[src/rtl/mem_arb_pkg.sv]
`default_nettype none
// ============================================================================
// Module      : mem_arb_pkg
// Description : Shared types and encodings for the data-memory arbiter:
//               FSM state type and the {MemRead,MemWrite} control encodings.
// Revision    : 1.0 - initial release
// ============================================================================
package mem_arb_pkg;

    typedef enum logic [1:0] {
        IDLE  = 2'd0,
        ISSUE = 2'd1,
        RESP  = 2'd2
    } arb_state_t;

    // Bit positions inside the two-bit memory control word.
    localparam int MEM_RD_BIT = 1;
    localparam int MEM_WR_BIT = 0;

    localparam logic [1:0] CTRL_NONE = 2'b00;
    localparam logic [1:0] CTRL_WR   = 2'b01;
    localparam logic [1:0] CTRL_RD   = 2'b10;

    // Exactly one of read/write is ever asserted, so 2'b11 cannot be produced.
    function automatic logic [1:0] ctrl_for(input logic is_write);
        logic [1:0] ctrl;
        ctrl = CTRL_NONE;
        if (is_write) begin
            ctrl = CTRL_WR;
        end else begin
            ctrl = CTRL_RD;
        end
        return ctrl;
    endfunction

endpackage
`default_nettype wire

[src/rtl/mem_arbiter_rr_picker.sv]
`default_nettype none
// ============================================================================
// Module      : rr_picker
// Description : Combinational round-robin picker. Scans the request vector
//               starting at the pointer and returns the first requester found
//               as a one-hot grant plus its index.
//               Optional macro MEM_ARB_PRIO0_EN: requester 0 wins outright
//               whenever it requests; the rest are round-robin among
//               themselves (index 0 is never chosen by the scan).
// Revision    : 1.0 - initial release
// ============================================================================
module rr_picker #(
    parameter int NUM_REQ = 2,
    parameter int PTR_W   = 1
) (
    input  logic [NUM_REQ-1:0] i_req,
    input  logic [PTR_W-1:0]   i_ptr,
    output logic [NUM_REQ-1:0] o_gnt,
    output logic [PTR_W-1:0]   o_idx,
    output logic               o_any
);

    // One extra bit so pointer+offset cannot overflow before the wrap.
    localparam int PW1 = PTR_W + 1;

    logic [NUM_REQ-1:0] w_req_m;
    logic [PW1-1:0]     w_pos;

    // Scan from the pointer, first requesting index wins.
    always_comb begin
        w_req_m = i_req;
        o_gnt   = '0;
        o_idx   = '0;
        o_any   = 1'b0;
        w_pos   = '0;
`ifdef MEM_ARB_PRIO0_EN
        if (i_req[0]) begin
            o_gnt[0] = 1'b1;
            o_any    = 1'b1;
        end
        w_req_m[0] = 1'b0;
`endif
        for (int k = 0; k < NUM_REQ; k++) begin
            w_pos = {1'b0, i_ptr} + PW1'(k);
            if (w_pos >= PW1'(NUM_REQ)) begin
                w_pos = w_pos - PW1'(NUM_REQ);
            end
            if (!o_any && w_req_m[w_pos[PTR_W-1:0]]) begin
                o_any                    = 1'b1;
                o_gnt[w_pos[PTR_W-1:0]]  = 1'b1;
                o_idx                    = w_pos[PTR_W-1:0];
            end
        end
    end

endmodule
`default_nettype wire

[src/rtl/mem_arbiter.sv]
`default_nettype none
// ============================================================================
// Module      : mem_arbiter
// Description : Shares the single-port data memory between NUM_REQ
//               requesters. Each transaction: arbitrate and latch in IDLE,
//               one ISSUE cycle driving the memory, and for reads one RESP
//               cycle returning the captured data.
//               Optional macro MEM_ARB_PRIO0_EN gives requester 0 fixed
//               priority over the round-robin group.
// Revision    : 1.0 - initial release
// ============================================================================
module mem_arbiter
    import mem_arb_pkg::*;
#(
    parameter int NUM_REQ = 2,
    parameter int ADDR_W  = 32,
    parameter int DATA_W  = 32
) (
    input  logic                      i_clk,
    input  logic                      i_reset,
    input  logic [NUM_REQ-1:0]        i_req,
    input  logic [NUM_REQ-1:0]        i_we,
    input  logic [NUM_REQ*ADDR_W-1:0] i_addr,
    input  logic [NUM_REQ*DATA_W-1:0] i_wdata,
    output logic [NUM_REQ-1:0]        o_gnt,
    output logic [NUM_REQ-1:0]        o_rvalid,
    output logic [DATA_W-1:0]         o_rdata,
    output logic [1:0]                o_mem_ctrl,
    output logic [ADDR_W-1:0]         o_mem_addr,
    output logic [DATA_W-1:0]         o_mem_wdata,
    input  logic [DATA_W-1:0]         i_mem_rdata
);

    localparam int PTR_W = $clog2(NUM_REQ);

    arb_state_t           r_state;
    logic [PTR_W-1:0]     r_ptr;
    logic [PTR_W-1:0]     r_win;
    logic [NUM_REQ-1:0]   r_win_oh;
    logic                 r_we;
    logic [ADDR_W-1:0]    r_addr;
    logic [DATA_W-1:0]    r_wdata;
    logic [DATA_W-1:0]    r_rdata;

    logic [NUM_REQ-1:0]   w_pick_oh;
    logic [PTR_W-1:0]     w_pick_idx;
    logic                 w_pick_any;
    logic [PTR_W-1:0]     w_ptr_inc;
    logic [PTR_W-1:0]     w_ptr_next;
    logic [1:0]           w_mem_ctrl;

    logic [ADDR_W-1:0]    w_addr_arr  [NUM_REQ];
    logic [DATA_W-1:0]    w_wdata_arr [NUM_REQ];

    // Split the flat per-requester buses into indexable arrays.
    generate
        for (genvar g = 0; g < NUM_REQ; g++) begin : g_unpack
            assign w_addr_arr[g]  = i_addr[g*ADDR_W +: ADDR_W];
            assign w_wdata_arr[g] = i_wdata[g*DATA_W +: DATA_W];
        end
    endgenerate

    rr_picker #(
        .NUM_REQ (NUM_REQ),
        .PTR_W   (PTR_W)
    ) u_picker (
        .i_req (i_req),
        .i_ptr (r_ptr),
        .o_gnt (w_pick_oh),
        .o_idx (w_pick_idx),
        .o_any (w_pick_any)
    );

    // Pointer moves just past the winner; with fixed priority, wins by
    // requester 0 leave the round-robin position untouched.
    always_comb begin
        w_ptr_inc = (r_win == PTR_W'(NUM_REQ - 1)) ? '0 : r_win + PTR_W'(1);
`ifdef MEM_ARB_PRIO0_EN
        w_ptr_next = (r_win == '0) ? r_ptr : w_ptr_inc;
`else
        w_ptr_next = w_ptr_inc;
`endif
    end

    // Memory control is only active during the single issue cycle.
    always_comb begin
        w_mem_ctrl = CTRL_NONE;
        if (r_state == ISSUE) begin
            w_mem_ctrl = ctrl_for(r_we);
        end
    end

    // Transaction sequencer: latch in IDLE, drive memory in ISSUE, return in RESP.
    always_ff @(posedge i_clk) begin
        if (i_reset) begin
            r_state  <= IDLE;
            r_ptr    <= '0;
            r_win    <= '0;
            r_win_oh <= '0;
            r_we     <= 1'b0;
            r_addr   <= '0;
            r_wdata  <= '0;
            r_rdata  <= '0;
        end else begin
            case (r_state)
                IDLE: begin
                    if (w_pick_any) begin
                        r_win    <= w_pick_idx;
                        r_win_oh <= w_pick_oh;
                        r_we     <= i_we[w_pick_idx];
                        r_addr   <= w_addr_arr[w_pick_idx];
                        r_wdata  <= w_wdata_arr[w_pick_idx];
                        r_state  <= ISSUE;
                    end
                end
                ISSUE: begin
                    r_ptr <= w_ptr_next;
                    if (w_mem_ctrl[MEM_RD_BIT]) begin
                        r_rdata <= i_mem_rdata;
                        r_state <= RESP;
                    end else begin
                        r_state <= IDLE;
                    end
                end
                RESP: begin
                    r_state <= IDLE;
                end
                default: begin
                    r_state <= IDLE;
                end
            endcase
        end
    end

    // Grant and read-valid are the latched winner gated by the phase.
    always_comb begin
        o_gnt    = (r_state == ISSUE) ? r_win_oh : '0;
        o_rvalid = (r_state == RESP)  ? r_win_oh : '0;
    end

    assign o_mem_ctrl  = w_mem_ctrl;
    assign o_mem_addr  = r_addr;
    assign o_mem_wdata = r_wdata;
    assign o_rdata     = r_rdata;

endmodule
`default_nettype wire

[config.mk]
export PLATFORM = sky130hd
export DESIGN_NAME = mem_arbiter
export DESIGN_NICKNAME = d
export VERILOG_FILES = /design/src/rtl/mem_arb_pkg.sv /design/src/rtl/mem_arbiter_rr_picker.sv /design/src/rtl/mem_arbiter.sv
export SDC_FILE = /design/constraint.sdc
export NUM_CORES = 1
export LEC_CHECK = 0
export BUFFER_PORTS_ARGS = -buffer_cell sky130_fd_sc_hd__buf_2
export CELL_PAD_IN_SITES_DETAIL_PLACEMENT = 0
export CELL_PAD_IN_SITES_GLOBAL_PLACEMENT = 1
export CORE_MARGIN = 1.5
export CORE_UTILIZATION = 30
export DETAILED_ROUTE_END_ITERATION = 8
export PLACE_DENSITY = 0.9
export SKIP_LAST_GASP = 1
export SYNTH_ARGS = -nofsm -noshare
export SYNTH_HDL_FRONTEND = slang
export SYNTH_HIERARCHICAL = 1
export SYNTH_SLANG_ARGS = --single-unit
[constraint.sdc]
create_clock -name i_clk -period 1.9 [get_ports i_clk]
set_clock_uncertainty 0.15 [all_clocks]
set_input_delay 0.19 -clock i_clk [delete_from_list [all_inputs] [get_ports i_clk]]
set_output_delay 0.19 -clock i_clk [all_outputs]
set_load 0.01 [all_outputs]
# [After elaboration in Yosys (flattened, before gate mapping)]
# Cells that the tools add are included.
[classes] n_addsub=4 n_lt_le_gt_ge=8 n_eq_ne=3 bitwise_logic=2 n_reduce_logical=7 mux=32
[ops] cell="$mux 32" count=6
[ops] cell="$mux 2" count=8
[ops] cell="$mux 1" count=15
[ops] cell="$lt 1x2->1 const B" count=3
[ops] cell="$ge 2x2->1 const B" count=2
[ops] cell="$pmux 2 s2" count=1
[ops] cell="$reduce_and 2->1" count=2
[ops] cell="$logic_and 1x1->1" count=3
[ops] cell="$add 1x1->2 const B" count=1
[ops] cell="$demux 1 s1" count=2
[ops] cell="$eq 2x1->1 const B" count=1
[ops] cell="$eq 2x2->1 const B" count=1
[ops] cell="$ge 1x1->1 const B" count=2
[ops] cell="$ge 1x2->1 const B" count=1
[ops] cell="$logic_not 2->1" count=1
[ops] cell="$ne 2x1->1 const B" count=1
[ops] cell="$not 1->2" count=1
[ops] cell="$or 2x2->2" count=1
[ops] cell="$sub 1x1->1 const B" count=2
[ops] cell="$add 1x1->1 const B" count=1
[ops] cell="$logic_not 1->1" count=1
[totals] in_bits=166 out_inout_bits=102 register_bits=103 elab_cells=64

# [Logic depth before layout (Yosys ltp)]
# Gate-level depths: netlist (run 1).
[logic_depth] word_depth=12 mapped_depth=7

# [By module]
# Netlist (run 1), hierarchy kept.
[by_module_without_submodules] mod="mem_arbiter" area_each_um2=4078.9 cells_each=384 instances=1
[by_module_without_submodules] mod="rr_picker" area_each_um2=32.5 cells_each=5 instances=1

# [Least setup slack after synthesis (run 1)]
# Ideal clock, no wire load.
[synth_path] path_kind="reg2reg" start="register r_ptr" end="register r_addr[0] (netlist: o_mem_addr[0])" required_ns=1.633 slack_ns=0.317 path_stages_with_launch=8 n_path_buf=3 setup_time_ns=0.117 t_arrival_ns=1.316 cell_sequence="dfxtp_1 inv_1 a21boi_1 clkbuf_1 buf_4 buf_2 mux2i_1 o2bb2ai_1"
[synth_between] elab_chain_cells=12 elab_cells_between_ends=22 classes_between="3 x add/sub; 2 x order compare; 13 x mux; 1 x bitwise; 3 x reduce/logical"
[synth_rtl] item="start: declaration" line_no="mem_arbiter.sv:37" text="logic [PTR_W-1:0] r_ptr;"
[synth_rtl] item="start signal: assignment" line_no="mem_arbiter.sv:117" text="r_ptr <= w_ptr_next;"
[synth_rtl] item="$ge 1x2->1 / $sub 1x1->1 (equally long branches)" line_no="mem_arbiter_rr_picker.sv:45, mem_arbiter_rr_picker.sv:46"
[synth_rtl] item="$mux 1" line_no="mem_arbiter_rr_picker.sv:45" text="if (w_pos >= PW1'(NUM_REQ)) begin"
[synth_rtl] item="$mux 1 (implied by the code) (2 in a row)" line_no="mem_arbiter_rr_picker.sv:48" text="if (!o_any && w_req_m[w_pos[PTR_W-1:0]]) begin"
[synth_rtl] item="$mux 1" line_no="mem_arbiter_rr_picker.sv:48"
[synth_rtl] item="$logic_not 1->1" line_no="mem_arbiter_rr_picker.sv:48"
[synth_rtl] item="$logic_and 1x1->1" line_no="mem_arbiter_rr_picker.sv:48"
[synth_rtl] item="$mux 1 *" line_no="mem_arbiter_rr_picker.sv:48"
[synth_rtl] item="net w_pick_idx" line_no="mem_arbiter.sv:46" text="logic [PTR_W-1:0] w_pick_idx;"
[synth_rtl] item="$not 1->2 (implied by the code) *" line_no="mem_arbiter.sv:111" text="r_addr <= w_addr_arr[w_pick_idx];"
[synth_rtl] item="$mux 32 (implied by the code) * (3 in a row)" line_no="mem_arbiter.sv:111"
[synth_rtl] item="end signal: assignment" line_no="mem_arbiter.sv:111"
[synth_rtl] item="end: declaration" line_no="mem_arbiter.sv:41" text="logic [ADDR_W-1:0] r_addr;"
# Mark *: on every way through the listed nets, which the timed path passes. The rest lies on a longest branch. The select of a mux whose other input is x is not followed.
# A chain may end at the register's enable or synchronous reset.

# [Final worst setup path (run 1)]
[layout_path] start="register r_state[0]" end="output o_mem_ctrl[1]"
[layout_between] elab_chain_cells=2
[layout_rtl] item="start: declaration" line_no="mem_arbiter.sv:36" text="arb_state_t r_state;"
[layout_rtl] item="start signal: assignment" line_no="mem_arbiter.sv:96" text="r_state <= IDLE;"
[layout_rtl] item="start signal: assignment" line_no="mem_arbiter.sv:113" text="r_state <= ISSUE;"
[layout_rtl] item="start signal: assignment" line_no="mem_arbiter.sv:120" text="r_state <= RESP;"
[layout_rtl] item="$eq 2x1->1" line_no="mem_arbiter.sv:88" text="if (r_state == ISSUE) begin"
[layout_rtl] item="$mux 2" line_no="mem_arbiter.sv:88"
[layout_rtl] item="end: declaration" line_no="mem_arbiter.sv:28" text="output logic [1:0] o_mem_ctrl,"
# Every way passes these cells.

==> results of run 1 <==
## worst paths after layout
path	end	depth (start not counted)	slack, ns
setup / recovery	o_mem_ctrl[1]	3	0.1
hold / removal	o_mem_wdata[2]$_SDFFE_PP0P_	3	0.01
setup reg to reg	o_mem_addr[17]$_SDFFE_PP0P_	6	0.25
hold reg to reg	o_rdata[16]$_SDFFE_PP0P_	2	0.30
## final cells by class
type | instances | area (um^2)
multi-input combinational | 249 | 1846
sequential | 103 | 2063
fill | 1106 | 5952
clock inverter | 5 | 35.03
inverter | 4 | 20.02
clock buffer | 10 | 229.0
timing repair inverter | 1 | 5.005
timing repair buffer | 423 | 2925
tap | 176 | 220.2
## cells in the mapped netlist, drive strengths merged (2+ instances only)
| cell | count |
|---|---|
| and2 | 3 |
| and3b | 2 |
| o2bb2ai | 65 |
| nor2 | 6 |
| clkbuf | 8 |
| inv | 3 |
| dfxtp | 103 |
| buf | 25 |
| nand2 | 64 |
| a21boi | 3 |
| a21oi | 32 |
| mux2i | 69 |
## through the flow
| step | cells | area [um^2] | setup WS (ns) | total power [mW] |
|---|---|---|---|---|
| after CTS | 971 | 7342 | 0.009871 | 5.454 |
| after global routing | 971 | 7343 | 0.04216 | 5.697 |
| after floorplan | 389 | 4111 | 0.3171 | 3.069 |
| after detailed placement | 808 | 5599 | 0.2616 | 3.534 |
| after global placement | 808 | 5599 | 0.3027 | 3.504 |
| final | 971 | 7343 | 0.09660 | 5.419 |
## per-layer routing
metal	vias to the layer above	wire [um]	track usage [%]
met5	-	0	0
met3	60	1041	5.276
li1	2189	-	-
met2	210	7658	36.75
met4	0	797	13.84
met1	2098	5449	20.05
## power by group through the flow
| stage | registers, mW | logic, mW | clock network [mW] |
|---|---|---|---|
| floorplan | 2.59 | 0.481 | 0 |
| global placement | 2.51 | 0.999 | 0 |
| detailed placement | 2.51 | 1.03 | 0 |
| CTS | 2.46 | 1.26 | 1.73 |
| global route | 2.48 | 1.39 | 1.82 |
| finish | 2.46 | 1.29 | 1.67 |
## state kept, by name, indices dropped and copies added, names as in the netlist
name,flops
r_we,1
r_ptr,1
o_mem_wdata,32
r_win_oh,2
o_mem_addr,32
r_win,1
r_state,2
o_rdata,32
## repair_timing
| action | CTS | global route |
|---|---|---|
| hold buffers | 147 | 0 |
| endpoints found under the setup margin | 1 | 1 |
| cloned | 1 | 0 |
| hold endpoints to repair | 93 | 0 |
| gates resized for setup | 1 | 1 |
## critical path, cell delays in order, from the launching register on
cell and delay [ns]:
dfxtp_2 0.38, or3b_4 0.44, clkinv_4 0.14, buf_2 0.15
## cell families (layout without fill, tap and decap cells)
logic type | count (synthesis) | count (layout) | share of synthesized area [%]
flip-flops | 103 | 103 | 50.15
AO/OA/AOI/OAI | 100 | 100 | 19.11
AND/OR/NAND/NOR | 80 | 80 | 8.400
multiplexers | 69 | 69 | 16.80
buffers and inverters | 37 | 443 | 5.539
==> impl_results.md, run 1 <==
- Outcome: completed
- # diodes: 0
- DRC Markers: 0
- Placed wire-length estimate: 8543 um
- Period utilization: 94.92%
- Std-Cell Rows: 42
- Post-synthesis cell count: 389
- Area Overhead vs Synth: 78.61%
- Max Fanout on Critical Path: 17
- Critical R2R Launch: r_ptr$_SDFFE_PP0N_
- Max_slew headroom: 73.14%
- CP required: between 1.5 and 2 ns
- Worst hold slack: 0.01113 ns
- Post-CTS setup buffer count: 0
- Crit path launch type: flip-flop
- Largest net degree at the start of global routing: 38
- Vias/cell: approximately 4.7
- Primary FF master, synth: dfxtp_1
- Most common cell after layout, fill and taps aside: buf_2
- Synth Area per Inst: between 10 and 15 um^2
- GR Overflow Total: 0
- Final worst path period need: 1.803 ns
- Synth async-reset ratio: 0%
- RSZ-0062 raised after global routing: false
- Die area: ~14000 um^2
- Clk slew on worst S/H paths: 0.07 ns
- Final hold vios: 0
- Port bufs: approximately 270
- PD cells: around 740 nW/um^2
- CP Class: flip-flop to output pin
- WL final: about 15000 um
- Core Box Area: 13300 um^2
- Initial antenna violation count: 1
- Clock Tree Root: clkbuf_16
- Vias in the first global route: roughly 4800
- H-tree lvl count: 3
- Switching Share: 27.66%
- Int Pwr: 3.920 mW
- Ys Warns: 6
- Dominant cells by area after synthesis: dfxtp_1 (50%), mux2i_1 (17%), o2bb2ai_1 (14%), nand2_1 (5.8%), a21oi_1 (2.8%)
- Synth Cell Area: between 4000 and 5000 um^2
- Drt first pass iters: 4
- Distinct cells, synth: 21
- Clk buf depth: 2
- Post-layout util: between 50% and 60%
- Worst Tran Pin Value: a little over 0.4 ns
- DR vias: about 4600
- Slew Limit Fails: 0
- Initial drt markers: 164
- Routed length per instance: 15.39 um
- Number of setup violations in the final report: 0
- Min-Delay Startpoint: i_wdata[34]
- Crit path DAT: 1.46 ns
- Clk Latency, worst-skew pair: 0.34 ns
- Clock Sinks: 103
- Max cap viols: 0
- Dominant cell type by area after synthesis: dfxtp_1
- Initial Util: between 30% and 40%
- First-pass GRT wire length: 23030 um
- Seq pwr share: 45.5%
- Max Freq: around 550 MHz
- Layout cell share with drive strength beyond 1: around 39%
- Seq/Total Area, Yosys: between 50% and 60%
- Top-area cell type share of the netlist area: 50.15%
- Gate power share: 23.8%
- Antenna Nets Post-Route: 0
- Gr usage total: 20.24%
- Num CTS Buffers: 9
- Crit. Startpoint: r_state[0]$_SDFFE_PP0P_
- Final net count: 957
- Leakage: 3.401 nW
- Crit path capture type: output pin
- CTS tree: built
- I/O Pins: ~270
- Flop and latch count out of synthesis: 103
- Die Wd: between 100 and 150 um
- RD Place Congestion: 0.7060
- Syn nets: around 560
- Post-synth EDFFs: 0
- Clock share of power: between 30% and 40%
- HP Class: primary input to flip-flop
- Most frequent cells in the layout: buf_2 (267), dlygate4sd3_1 (147), dfxtp_1 (102)
- Sw Pwr: 1.499 mW
- Die Height: 120.1 um
- Max rail drop VDD: 411.6 uV
- Setup TNS: 0 ns
Note: power is estimated with default switching activity, not from simulation.
==> inputs of run 2 (changes only) <==
- BUFFER_PORTS_ARGS: -buffer_cell sky130_fd_sc_hd__buf_2 -> default
- CORE_AREA: default -> 2 2 103 105
- CORE_MARGIN: 1.5 -> default
- CORE_UTILIZATION: 30 -> default
- DIE_AREA: default -> 0 0 105 107
- DONT_BUFFER_PORTS: default -> 1
- GPL_ROUTABILITY_DRIVEN: default -> 0
- PLACE_DENSITY: 0.9 -> 0.82
==> run 2 against run 1 <==
The flow now stops in clock tree synthesis; synthesized cell count is the same; area after synthesis is the same.
==> impl_results.md, run 2 <==
- Outcome: did not finish
- Stage reached: clock tree synthesis
- Stop err: [ERROR RSZ-0060] Max buffer count reached.
- Num CTS Buffers: 9
- Dominant cells by area after synthesis: dfxtp_1 (50%), mux2i_1 (17%), o2bb2ai_1 (14%), nand2_1 (5.8%), a21oi_1 (2.8%)
- Synth Cell Area: 4111 um^2
- Placed wire-length estimate: 6996 um
- CTS resizes: 1
- Die Height: ~110 um
- Synth Area per Inst: 10.57 um^2
- Primary FF master, synth: dfxtp_1
- Die Wd: 105 um
- Most frequent cells after synthesis: dfxtp_1 (103), mux2i_1 (69), o2bb2ai_1 (65)
- Syn nets: 555
- Distinct cells, synth: 21
- Post-CTS setup buffer count: 0
- Clock Tree Root: clkbuf_8
- Dominant cell type by area after synthesis: dfxtp_1
- CTS Hold Buffers Added: 104
- Cell with the most instances after synthesis: dfxtp_1
- Flop and latch count out of synthesis: 103
- Post-synth EDFFs: 0
- Post-synthesis cell count: 389
- H-tree lvl count: 3
- Synth async-reset ratio: 0%
- Port bufs: 0
- Seq/Total Area, Yosys: 50.15%
- Std-Cell Rows: 37
- Top-area cell type share of the netlist area: 50.15%
- Clock Sinks: just over 100
- Clk buf depth: 2
- Ys Warns: 6
- I/O Pins: 268
- Initial Util: 40.74%
## run 2: cell families after synthesis
kind of cell | count (synthesis) | share of synthesized area (%)
AO/OA/AOI/OAI | 100 | 19.11
buffers and inverters | 37 | 5.539
flip-flops | 103 | 50.15
multiplexers | 69 | 16.80
AND/OR/NAND/NOR | 80 | 8.400
## run 2: per-stage QoR
step | instance area, um^2 | util, % | cells | hold WS [ns] | setup slack (ns)
2_1_floorplan | 4111 | - | 389 | 0.1760 | 0.3171
3_3_place_gp | 4188 | 41.50 | 501 | 0.1119 | 0.3734
3_5_place_dp | 4188 | 41.50 | 501 | 0.1111 | 0.3243
==> inputs of run 3 (changes only) <==
- CELL_PAD_IN_SITES_DETAIL_PLACEMENT: 0 -> default
- CELL_PAD_IN_SITES_GLOBAL_PLACEMENT: 1 -> default
- CORE_AREA: 2 2 103 105 -> default
- CORE_MARGIN: default -> 1.5
- CORE_UTILIZATION: default -> 35
- DIE_AREA: 0 0 105 107 -> default
- PLACE_DENSITY: 0.82 -> default
- PLACE_DENSITY_LB_ADDON: default -> 0.15
==> run 3 against run 2 <==
The flow again stops in clock tree synthesis; synthesized cell count stayed put; area after synthesis stayed put.
==> impl_results.md, run 3 <==
- Stage reached: clock tree synthesis
- Post-CTS setup buffer count: 0
- Clock Sinks: 103
- Initial Util: 36.01%
- Top-area cell type share of the netlist area: 50.15%
- Placed cells: ~510
- Stop err: [ERROR RSZ-0060] Max buffer count reached.
- Placed wire-length estimate: 6713 um
- H-tree lvl count: 3
- Dominant cells by area after synthesis: dfxtp_1 (50%), mux2i_1 (17%), o2bb2ai_1 (14%), nand2_1 (5.8%), a21oi_1 (2.8%)
- Cell with the most instances after synthesis: dfxtp_1
- Outcome: did not finish
- Seq/Total Area, Yosys: 50.15%
- Distinct cells, synth: 21
- I/O Pins: 268
- Std-Cell Rows: 39
- Num CTS Buffers: 9
- Ys Warns: 6
- CTS resizes: 1
- Most frequent cells after synthesis: dfxtp_1 (103), mux2i_1 (69), o2bb2ai_1 (65)
- Post-synth EDFFs: 0
- Primary FF master, synth: dfxtp_1
- Dominant cell type by area after synthesis: dfxtp_1
- Clock Tree Root: clkbuf_16
- Synth Area per Inst: 10.57 um^2
- Post-synthesis cell count: 389
- Port bufs: 0
- CTS Hold Buffers Added: 106
- Flop and latch count out of synthesis: 103
- Synth async-reset ratio: 0%
- DP Area: between 4000 and 5000 um^2
- Die Height: 111.4 um
- Die Wd: 111.4 um
- Synth Cell Area: roughly 4100 um^2
- Syn nets: roughly 560
- Clk buf depth: 2
- Setup WS pre-CTS: 0.2707 ns
-- run 3: cell counts after synthesis --
No cell type changed its count.
-- run 3: metrics by stage --
stage / hold slack [ns] / util, %
floorplan: 0.1760 / -
global placement: 0.1101 / 36.69
detailed placement: 0.1121 / 36.69
-- run 3: logic make-up after synthesis --
logic type             after synthesis  share of synthesized area [%]
muxes                               69                          16.80
buffers and inverters               37                          5.539
DFF                                103                          50.15
and+or+nand+nor                     80                          8.400
AOI/OAI and AO/OA                  100                          19.11
